File: config.mk
export PLATFORM = sky130hd
export DESIGN_NAME = lal_seq
export DESIGN_NICKNAME = d
export VERILOG_FILES = /design/src/rtl/lal_seq.sv
export SDC_FILE = /design/constraint.sdc
export NUM_CORES = 1
export LEC_CHECK = 0
export ABC_AREA = 1
export BUFFER_PORTS_ARGS = -buffer_cell sky130_fd_sc_hd__buf_2
export CAP_MARGIN = 25
export CORE_MARGIN = 5
export CORE_UTILIZATION = 30
export CTS_CLUSTER_SIZE = 40
export DETAILED_ROUTE_END_ITERATION = 7
export GPL_TIMING_DRIVEN = 0
export SETUP_SLACK_MARGIN = 0.02
export SYNTH_ARGS = -nofsm -noshare
export SYNTH_HDL_FRONTEND = slang
export SYNTH_SLANG_ARGS = --single-unit
File: constraint.sdc
create_clock -name clk -period 2.2 [get_ports clk]
set_input_delay 0.44 -clock clk [delete_from_list [all_inputs] [get_ports clk]]
set_output_delay 0.44 -clock clk [all_outputs]
set_load 0.02 [all_outputs]
File: src/rtl/lal_seq.sv
// Stepped sequencer for the lal decoder: counts the s..a0 state chain and captures lal outputs
// into a valid/ready output register. Optional out_par port enabled by LAL_SEQ_PARITY_EN.
module lal_seq #(
  parameter int unsigned          CNT_W = 9,
  parameter int unsigned          OUT_W = 19,
  parameter logic [CNT_W-1:0]     TERM  = 9'h1FF
) (
  input  logic             clk,
  input  logic             rst,
  input  logic             start,
  input  logic             hold,
  input  logic             clr,
  output logic [CNT_W-1:0] cnt,
  input  logic [OUT_W-1:0] lal_out,
  output logic [OUT_W-1:0] out_data,
  output logic             out_valid,
  input  logic             out_ready,
  output logic             busy,
  output logic             done
`ifdef LAL_SEQ_PARITY_EN
  ,
  output logic             out_par
`endif
);

  typedef enum logic [1:0] {IDLE, RUN, STALL, DONE} state_t;

  state_t state, state_nx;
  logic   step, xfer, at_term;

  assign at_term = (cnt == TERM);
  assign xfer    = out_valid && out_ready;
  // A capture needs the output slot free or being emptied on this same edge.
  assign step    = (state == RUN) && !hold && (!out_valid || out_ready);

  always_ff @(posedge clk or posedge rst) begin
    if (rst) state <= IDLE;
    else     state <= state_nx;
  end

  always_comb begin
    state_nx = state;
    unique case (state)
      IDLE:  if (start) state_nx = RUN;
      RUN: begin
        if (step && at_term)                         state_nx = DONE;
        else if (!hold && out_valid && !out_ready)   state_nx = STALL;
      end
      STALL: if (out_ready) state_nx = RUN;
      DONE:  state_nx = IDLE;
      default: state_nx = IDLE;
    endcase
    if (clr) state_nx = IDLE;
  end

  always_comb begin
    busy = (state == RUN) || (state == STALL);
    done = (state == DONE);
  end

  always_ff @(posedge clk or posedge rst) begin
    if (rst) begin
      cnt       <= '0;
      out_data  <= '0;
      out_valid <= 1'b0;
`ifdef LAL_SEQ_PARITY_EN
      out_par   <= 1'b0;
`endif
    end else if (clr) begin
      cnt       <= '0;
      out_valid <= 1'b0;
    end else begin
      if (step) begin
        out_data  <= lal_out;
        out_valid <= 1'b1;
`ifdef LAL_SEQ_PARITY_EN
        out_par   <= ^lal_out;
`endif
        if (!at_term) cnt <= cnt + CNT_W'(1);
      end else if (xfer) begin
        out_valid <= 1'b0;
      end
      // cnt sits at TERM for the DONE cycle, then rewinds so IDLE always presents 0.
      if (state == DONE) cnt <= '0;
    end
  end

endmodule

# After elaboration in Yosys (flattened, before gate mapping)
# Cells that the tools add are included.
[totals] regBits=31 inputBits=25 out_inout_bits=31 wordCells=44
[classes] addsub=1 eq_ne=8 mux=13 n_bitwise=1 reduce_logical=17
[ops] op="$mux 9" count=4
[ops] op="$mux 2" count=5
[ops] op="$add 9x1->9 const B" count=1
[ops] op="$eq 9x9->1 const B" count=1
[ops] op="$ne 3x3->1 const B" count=3
[ops] op="$pmux 2 s4" count=1
[ops] op="$logic_and 1x1->1" count=6
[ops] op="$reduce_bool 3->1" count=2
[ops] op="$eq 2x2->1 const B" count=2
[ops] op="$ne 4x4->1 const B" count=1
[ops] op="$reduce_and 2->1" count=2
[ops] op="$logic_not 1->1" count=3
[ops] op="$mux 1" count=3
[ops] op="$reduce_and 3->1" count=1
[ops] op="$eq 2x1->1 const B" count=1
[ops] op="$logic_not 2->1" count=1
[ops] op="$logic_or 1x1->1" count=2
[ops] op="$not 1->1" count=1

# Longest topological paths before layout
# Gate-level depths: netlist of the first run.
[logic_depth] ltp_word=7 mapped_depth=13 depth_no_buf=13

# Worst setup path after synthesis of the first run
# No wires, ideal clock.
[synth_timing] path_type="flip-flop to flip-flop" startpoint="register cnt[0]" endpoint="register cnt[6]" setup_time_ns=0.119 arrival_time_ns=1.636 t_required_ns=2.081 slack_ns=0.445 path_stages_with_launch=12 n_path_buf=0 period_less_slack_ns=1.755 cell_sequence="dfrtp_1 ha_1 inv_1 nor2_1 nand2_1 nor2_1 ha_1 inv_1 nand3_2 nand2_1 a21oi_1 nor2_1"
[synth_via] elab_chain_cells=5 elab_cells_between_ends=8 classes_between="add/sub: 1; eq/ne: 2; mux: 4; reduce/logical: 1"
[synth_rtl] element="start: declaration" line="13" source="output logic [CNT_W-1:0] cnt,"
[synth_rtl] element="start signal: assignment" line="79" source="if (!at_term) cnt <= cnt + CNT_W'(1);"
[synth_rtl] element="$add 9x1->9" line="79"
[synth_rtl] element="$mux 9" line="79"
[synth_rtl] element="$mux 9" line="73" source="if (step) begin"
[synth_rtl] element="$mux 9" line="84" source="if (state == DONE) cnt <= '0;"
[synth_rtl] element="$mux 9" line="69" source="end else if (clr) begin"
# Several ways; a longest one is shown, not always the timed one. The select of a mux whose other input is x is not followed.
# A chain may end at the register's enable or synchronous reset.

# Worst setup path in the final report of the first run
# Ends and elaborated chain as after synthesis.

==> results_dict.tcl, run 1 <==
set metrics [dict create \
    status "finished, final reports clean" \
    cts_buffers 5 \
    p_switching_uw 933 \
    ios 56 \
    crit_arrival_ns 2.01 \
    grt_pass1_vias 1325 \
    min_path_type "primary input to asynchronous set/reset pin" \
    finalCritPeriodShare 0.838 \
    synth_fa_ha_area_frac 0.0484 \
    clock_skew_ns 0.00512 \
    htree_levels 2 \
    drc 0 \
    io_buffers 55 \
    finalSetupViolations 0 \
    multi_input_area_um2 644 \
    synthMuxAreaShare 0 \
    initial_utilization 0.305 \
    die_x_um 81.9 \
    antenna_cells 0 \
    avgSynthCellArea_um2 8.16 \
    critPathKind "flop to flop" \
    leakage_nw 1.12 \
    internal_power_mw 1.34 \
    post-cts-setup-buffers 0 \
    reg2regPathDepth 11 \
    cts_hold_buf 0 \
    cts_tree "done" \
    max_slew_margin 0.594 \
    via_count 1384 \
    antenna_found_initial 0 \
    ant_nets 0 \
    cts_resized 0 \
    die_area_um2 6710 \
    viasPerCell 4.28 \
    switching_share 0.411 \
    synthSimpleGateAreaFrac 0.266 \
    period_needed_ns 1.84 \
    start_kind "flop" \
    place_ws_ns 0.358 \
    power_frac_seq 0.386 \
    setup_ws_ns 0.356 \
    clkTransAtPathRegs_ns 0.07 \
    ys_seq_area_frac 0.500 \
    synth_nets 221 \
    first_pass_iters 4 \
    synth_compound_area_frac 0.102 \
    synth_area_leader_cell "dfrtp_1" \
    fmax_mhz 542 \
    rsz0062_at_grt "false" \
    syn_inst 190 \
    synth_warnings 0 \
    syn_to_final_growth_pct 30.8 \
    grtUsageTotal 0.116 \
    hold_violations 0 \
    finalSetupTns_ns 0 \
    core.rowCount 26 \
    tightest_slew_ns 0.609 \
    clock_latency_ns 0.28 \
    synth_area_leaders "dfrtp_1 (50%), nand2_1 (16%), ha_1 (4.8%)" \
    grt_overflow 0 \
    hpwl_um 2680 \
    ys_types 19 \
    cpMostUsedCell "nor2_1" \
    clock_power_share 0.196 \
    core_um2 5070 \
    synth.cell_area_um2 1550 \
    cts_root_buf "clkbuf_8" \
    synth_top_family_by_area "simple AND/OR/NAND/NOR gates" \
    first_iter_violations 26 \
    fin_nets 284 \
    wl_per_cell_um 11.0 \
    layout-drive-gt1-share 0.304 \
    fillers 553 \
    die_h_um 81.9 \
    cp_max_fo 6 \
    ctsLongestPathBuffers 2 \
    drv_slew 0 \
    critical-path-max-stage-delay_ns 0.41 \
    end_kind "flop" \
    grt_max_degree 19 \
    power_density_nw_per_um2 1120 \
    share_comb_of_total_power 0.418 \
    design_area_um2 2030 \
    drv_cap 0 \
    finalWeightedCongestion 0.705 \
    synth_xor_area_frac 0 \
    ys_ff_latch 31 \
    grt_pass1_wl_um 5990 \
    crit_chain "ha_1 -> inv_1 -> nor2_1 -> nand2_1 -> nor2_1 -> ha_1 -> inv_1 -> nand3_2 -> nand2_1 -> a21oi_1 -> nor2_1" \
    ir_worst_vdd_uv 525 \
    cp_slowest_cell "dfrtp_1" \
    crit_required_ns 2.37 \
    routed_wl_um 3570 \
    seqCellArea_um2 776 \
    yosys.area.top_type_share 0.500 \
    placed_cell_area_um2 1940 \
    cts_sinks 31 \
]
## worst paths after layout
| check | from | endpoint | slack [ns] |
|---|---|---|---|
| max | cnt[0] | cnt[6] | 0.36 |
| min | rst | out_data[1] | 0.23 |
| max reg2reg | cnt[0] | cnt[6] | 0.36 |
| min reg2reg | out_data[11] | out_data[11] | 0.48 |
| max in group asynchronous | rst | cnt[8] | 1.47 |
| min in group clk | lal_out[12] | out_data[12] | 0.36 |
## routing by layer
layer / vias to the layer above / share of wire / track usage
li1: 721 / - / -
met1: 613 / 0.45 / 0.145
met2: 50 / 0.45 / 0.179
met3: 0 / 0.098 / 0.0515
met4: 0 / 0 / 0.0349
met5: - / 0 / 0
## Yosys cell counts, drive strengths merged
| library cell | count |
|---|---|
| a21oi | 10 |
| buf | 5 |
| nand2 | 69 |
| dfrtp | 31 |
| clkdlybuf4s25 | 1 |
| nand3 | 11 |
| nor2 | 18 |
| o21ai | 20 |
| nor3 | 1 |
| inv | 18 |
| ha | 6 |
## area by class of cell
cell class	count	area share
flip-flops and latches	31	0.382
multi-input cells	135	0.318
repair buffers	56	0.149
well taps	70	0.0432
clock buffers	6	0.0407
inverters	18	0.0333
plain buffers	6	0.0308
clock inverters	1	0.00247
## registers in the layout, indices dropped and copies added, names as in the netlist
signal     cells
out_data      19
out_valid      1
cnt            9
state          2
## stage by stage
stage	hold WS, ns	instances	power (mW)	utilization
floorplan	0.490	190	1.53	-
global route	0.265	323	2.45	0.400
global placement	0.457	315	1.84	0.377
detailed placement	0.464	316	1.85	0.382
finish	0.228	323	2.27	0.400
CTS	0.232	323	2.31	0.400
## worst max-delay path, delay by kind of cell (launching register included)
kind | cells | cell delay (ns)
simple gates | 6 | 0.65
flops | 1 | 0.41
fa+ha+maj | 2 | 0.38
compound gates | 1 | 0.16
buf+inv | 2 | 0.11
## cells in the final DEF, fill, tap and decap left out, drive strengths merged
cell / netlist / routed
dfrtp: 31 / 31
nor3: 1 / 1
clkinv: 0 / 1
o21ai: 20 / 20
nor2: 18 / 18
clkbuf: 0 / 6
buf: 5 / 61
inv: 18 / 18
a21oi: 10 / 10
nand3: 11 / 11
ha: 6 / 6
clkdlybuf4s25: 1 / 1
nand2: 69 / 69
## logic make-up (layout without fill, tap and decap cells)
family	after synthesis	in the layout
flops	31	31
compound gates	30	30
simple gates	99	99
fa+ha+maj	6	6
buf+inv	24	87
## power by group through the flow
| stage | Clock, mW | Combinational [mW] | Sequential, mW |
|---|---|---|---|
| floorplan | 0 | 0.433 | 1.09 |
| global placement | 0 | 0.952 | 0.884 |
| detailed placement | 0 | 0.971 | 0.879 |
| CTS | 0.469 | 0.968 | 0.877 |
| global route | 0.488 | 1.06 | 0.908 |
| finish | 0.446 | 0.950 | 0.876 |
No activity file was read; power rests on OpenSTA's default activity.
==> inputs of run 2 (changes only) <==
==> constraint.sdc (replaced) <==
create_clock -name clk -period 1.87 [get_ports clk]
set_input_delay 0.374 -clock clk [delete_from_list [all_inputs] [get_ports clk]]
set_output_delay 0.374 -clock clk [all_outputs]
set_load 0.02 [all_outputs]
==> results_dict.tcl, run 2 (synthesis results as in run 1) <==
set metrics [dict create \
    status "finished, final reports clean" \
    power_frac_seq 0.378 \
    io_buffers 55 \
    share_comb_of_total_power 0.427 \
    whs_ns 0.161 \
    routed_wl_um 3660 \
    cpMostUsedCell "nand2_1" \
    initial_utilization 0.305 \
    placed_cell_area_um2 1940 \
    grtUsageTotal 0.116 \
    fmax_mhz 584 \
    clock_skew_ns 0.00664 \
    cts_tree "done" \
    fin_nets 288 \
    cts_sinks 31 \
    htree_levels 2 \
    switching_share 0.412 \
    clock_power_share 0.195 \
    instances_no_fill 327 \
    place_ws_ns 0.0282 \
    syn_to_final_growth_pct 34.7 \
    first_iter_violations 27 \
    fillers 543 \
    core_um2 5070 \
    drv_slew 0 \
    crit_chain "ha_2 -> inv_1 -> nor2_2 -> nand2_1 -> nor2_1 -> ha_2 -> inv_1 -> nand3_4 -> inv_2 -> nand2_1 -> nand2_1 -> nand2_1 -> nor2_1" \
    die_area_um2 6710 \
    finalSetupTns_ns 0 \
    tightest_slew_ns 0.611 \
    die_x_um 81.9 \
    period_needed_ns 1.71 \
    max_slew_margin 0.592 \
    cts_root_buf "clkbuf_8" \
    drc 0 \
    cts_buffers 5 \
    regMostFlops "out_data" \
    fin_util 0.411 \
    ir_worst_vdd_uv 618 \
    grt_overflow 0 \
    setup_ws_ns 0.158 \
    end_kind "flop" \
    design_area_um2 2090 \
    largest_register_ffs 19 \
    core.rowCount 26 \
    critical-path-max-stage-delay_ns 0.39 \
    ctsLongestPathBuffers 2 \
    power_density_nw_per_um2 1300 \
    grt_pass1_vias 1325 \
    grt_max_degree 19 \
    leakage_nw 1.14 \
    hold_violations 0 \
    cp_max_fo 6 \
    crit_arrival_ns 1.88 \
    place_inst 316 \
    reg_top3 "out_data: 19 flops, cnt: 9 flops, state: 2 flops" \
    finalWeightedCongestion 0.705 \
    viasPerCell 4.31 \
    finalCritPeriodShare 0.915 \
    rsz0062_at_grt "false" \
    finalSetupViolations 0 \
    clock_latency_ns 0.28 \
    cp_slowest_cell "dfrtp_1" \
    grt_pass1_wl_um 5990 \
    p_switching_mw 1.12 \
    wl_per_cell_um 11.2 \
    drv_cap 0 \
    clkTransAtPathRegs_ns 0.07 \
    antenna_found_initial 0 \
    final_common_cell "nand2_1" \
    antenna_cells 0 \
    internal_power_mw 1.60 \
    die_h_um 81.9 \
    layout-drive-gt1-share 0.342 \
    min_path_type "primary input to asynchronous set/reset pin" \
    crit_required_ns 2.04 \
    ant_nets 0 \
    total_power_mw 2.72 \
    start_kind "flop" \
    hpwl_um 2680 \
    via_count 1410 \
    ios 56 \
    layout_common_cells "nand2_1 (67), buf_2 (55), dfrtp_1 (31)" \
    first_pass_iters 4 \
    critPathKind "flop to flop" \
]
run 2: changes by cell type in the layout (fill, tap and decap cells not counted), sizes merged:
cell	previous run	this run
buf	61	65
run 2: final timing paths:
check / slack [ns] / to / start / cells after the start
max: 0.16 / cnt[3] / cnt[0] / 13
min: 0.16 / out_data[1] / rst / 2
max reg2reg: 0.16 / cnt[3] / cnt[0] / 13
min reg2reg: 0.48 / out_data[11] / out_data[11] / 2
max in group asynchronous: 1.21 / cnt[8] / rst / 3
min in group clk: 0.29 / out_data[12] / lal_out[12] / 3
run 2: per-layer routing:
metal,share of wire,GRT usage,up-vias
met2,0.45,0.179,47
met5,0,0,-
met3,0.094,0.0515,5
li1,-,-,728
met1,0.45,0.145,630
met4,0.010,0.0349,0
run 2: layout make-up:
cell class	count	area (µm²)	share of cell area
Sequential cell	31	776	0.371
Clock buffer	6	82.6	0.0395
Clock inverter	1	5.00	0.00240
Timing Repair Buffer	60	333	0.159
Inverter	18	67.6	0.0324
Multi-Input combinational cell	135	674	0.323
Buffer	6	62.6	0.0300
Tap cell	70	87.6	0.0419
run 2: worst max-delay path: cells and delay by family (launching register included):
family / cells / cell delay (ns)
and+or+nand+nor: 8 / 0.60
DFF: 1 / 0.39
adders and majority gates: 2 / 0.39
buffers and inverters: 3 / 0.20
run 2: power by group through the flow:
stage	Sequential, mW	Combinational, mW	Clock (mW)
after CTS	1.03	1.14	0.551
after global routing	1.06	1.29	0.574
after global placement	1.04	1.12	0
after detailed placement	1.03	1.14	0
final	1.03	1.16	0.529
after floorplan	1.29	0.509	0
run 2: what timing repair did:
item | in CTS | in global routing
hold buffers | 0 | 0
resized for setup | 1 | 8
endpoints found under the setup margin | 3 | 11
pin swaps | 0 | 3
buffers inserted | 0 | 4
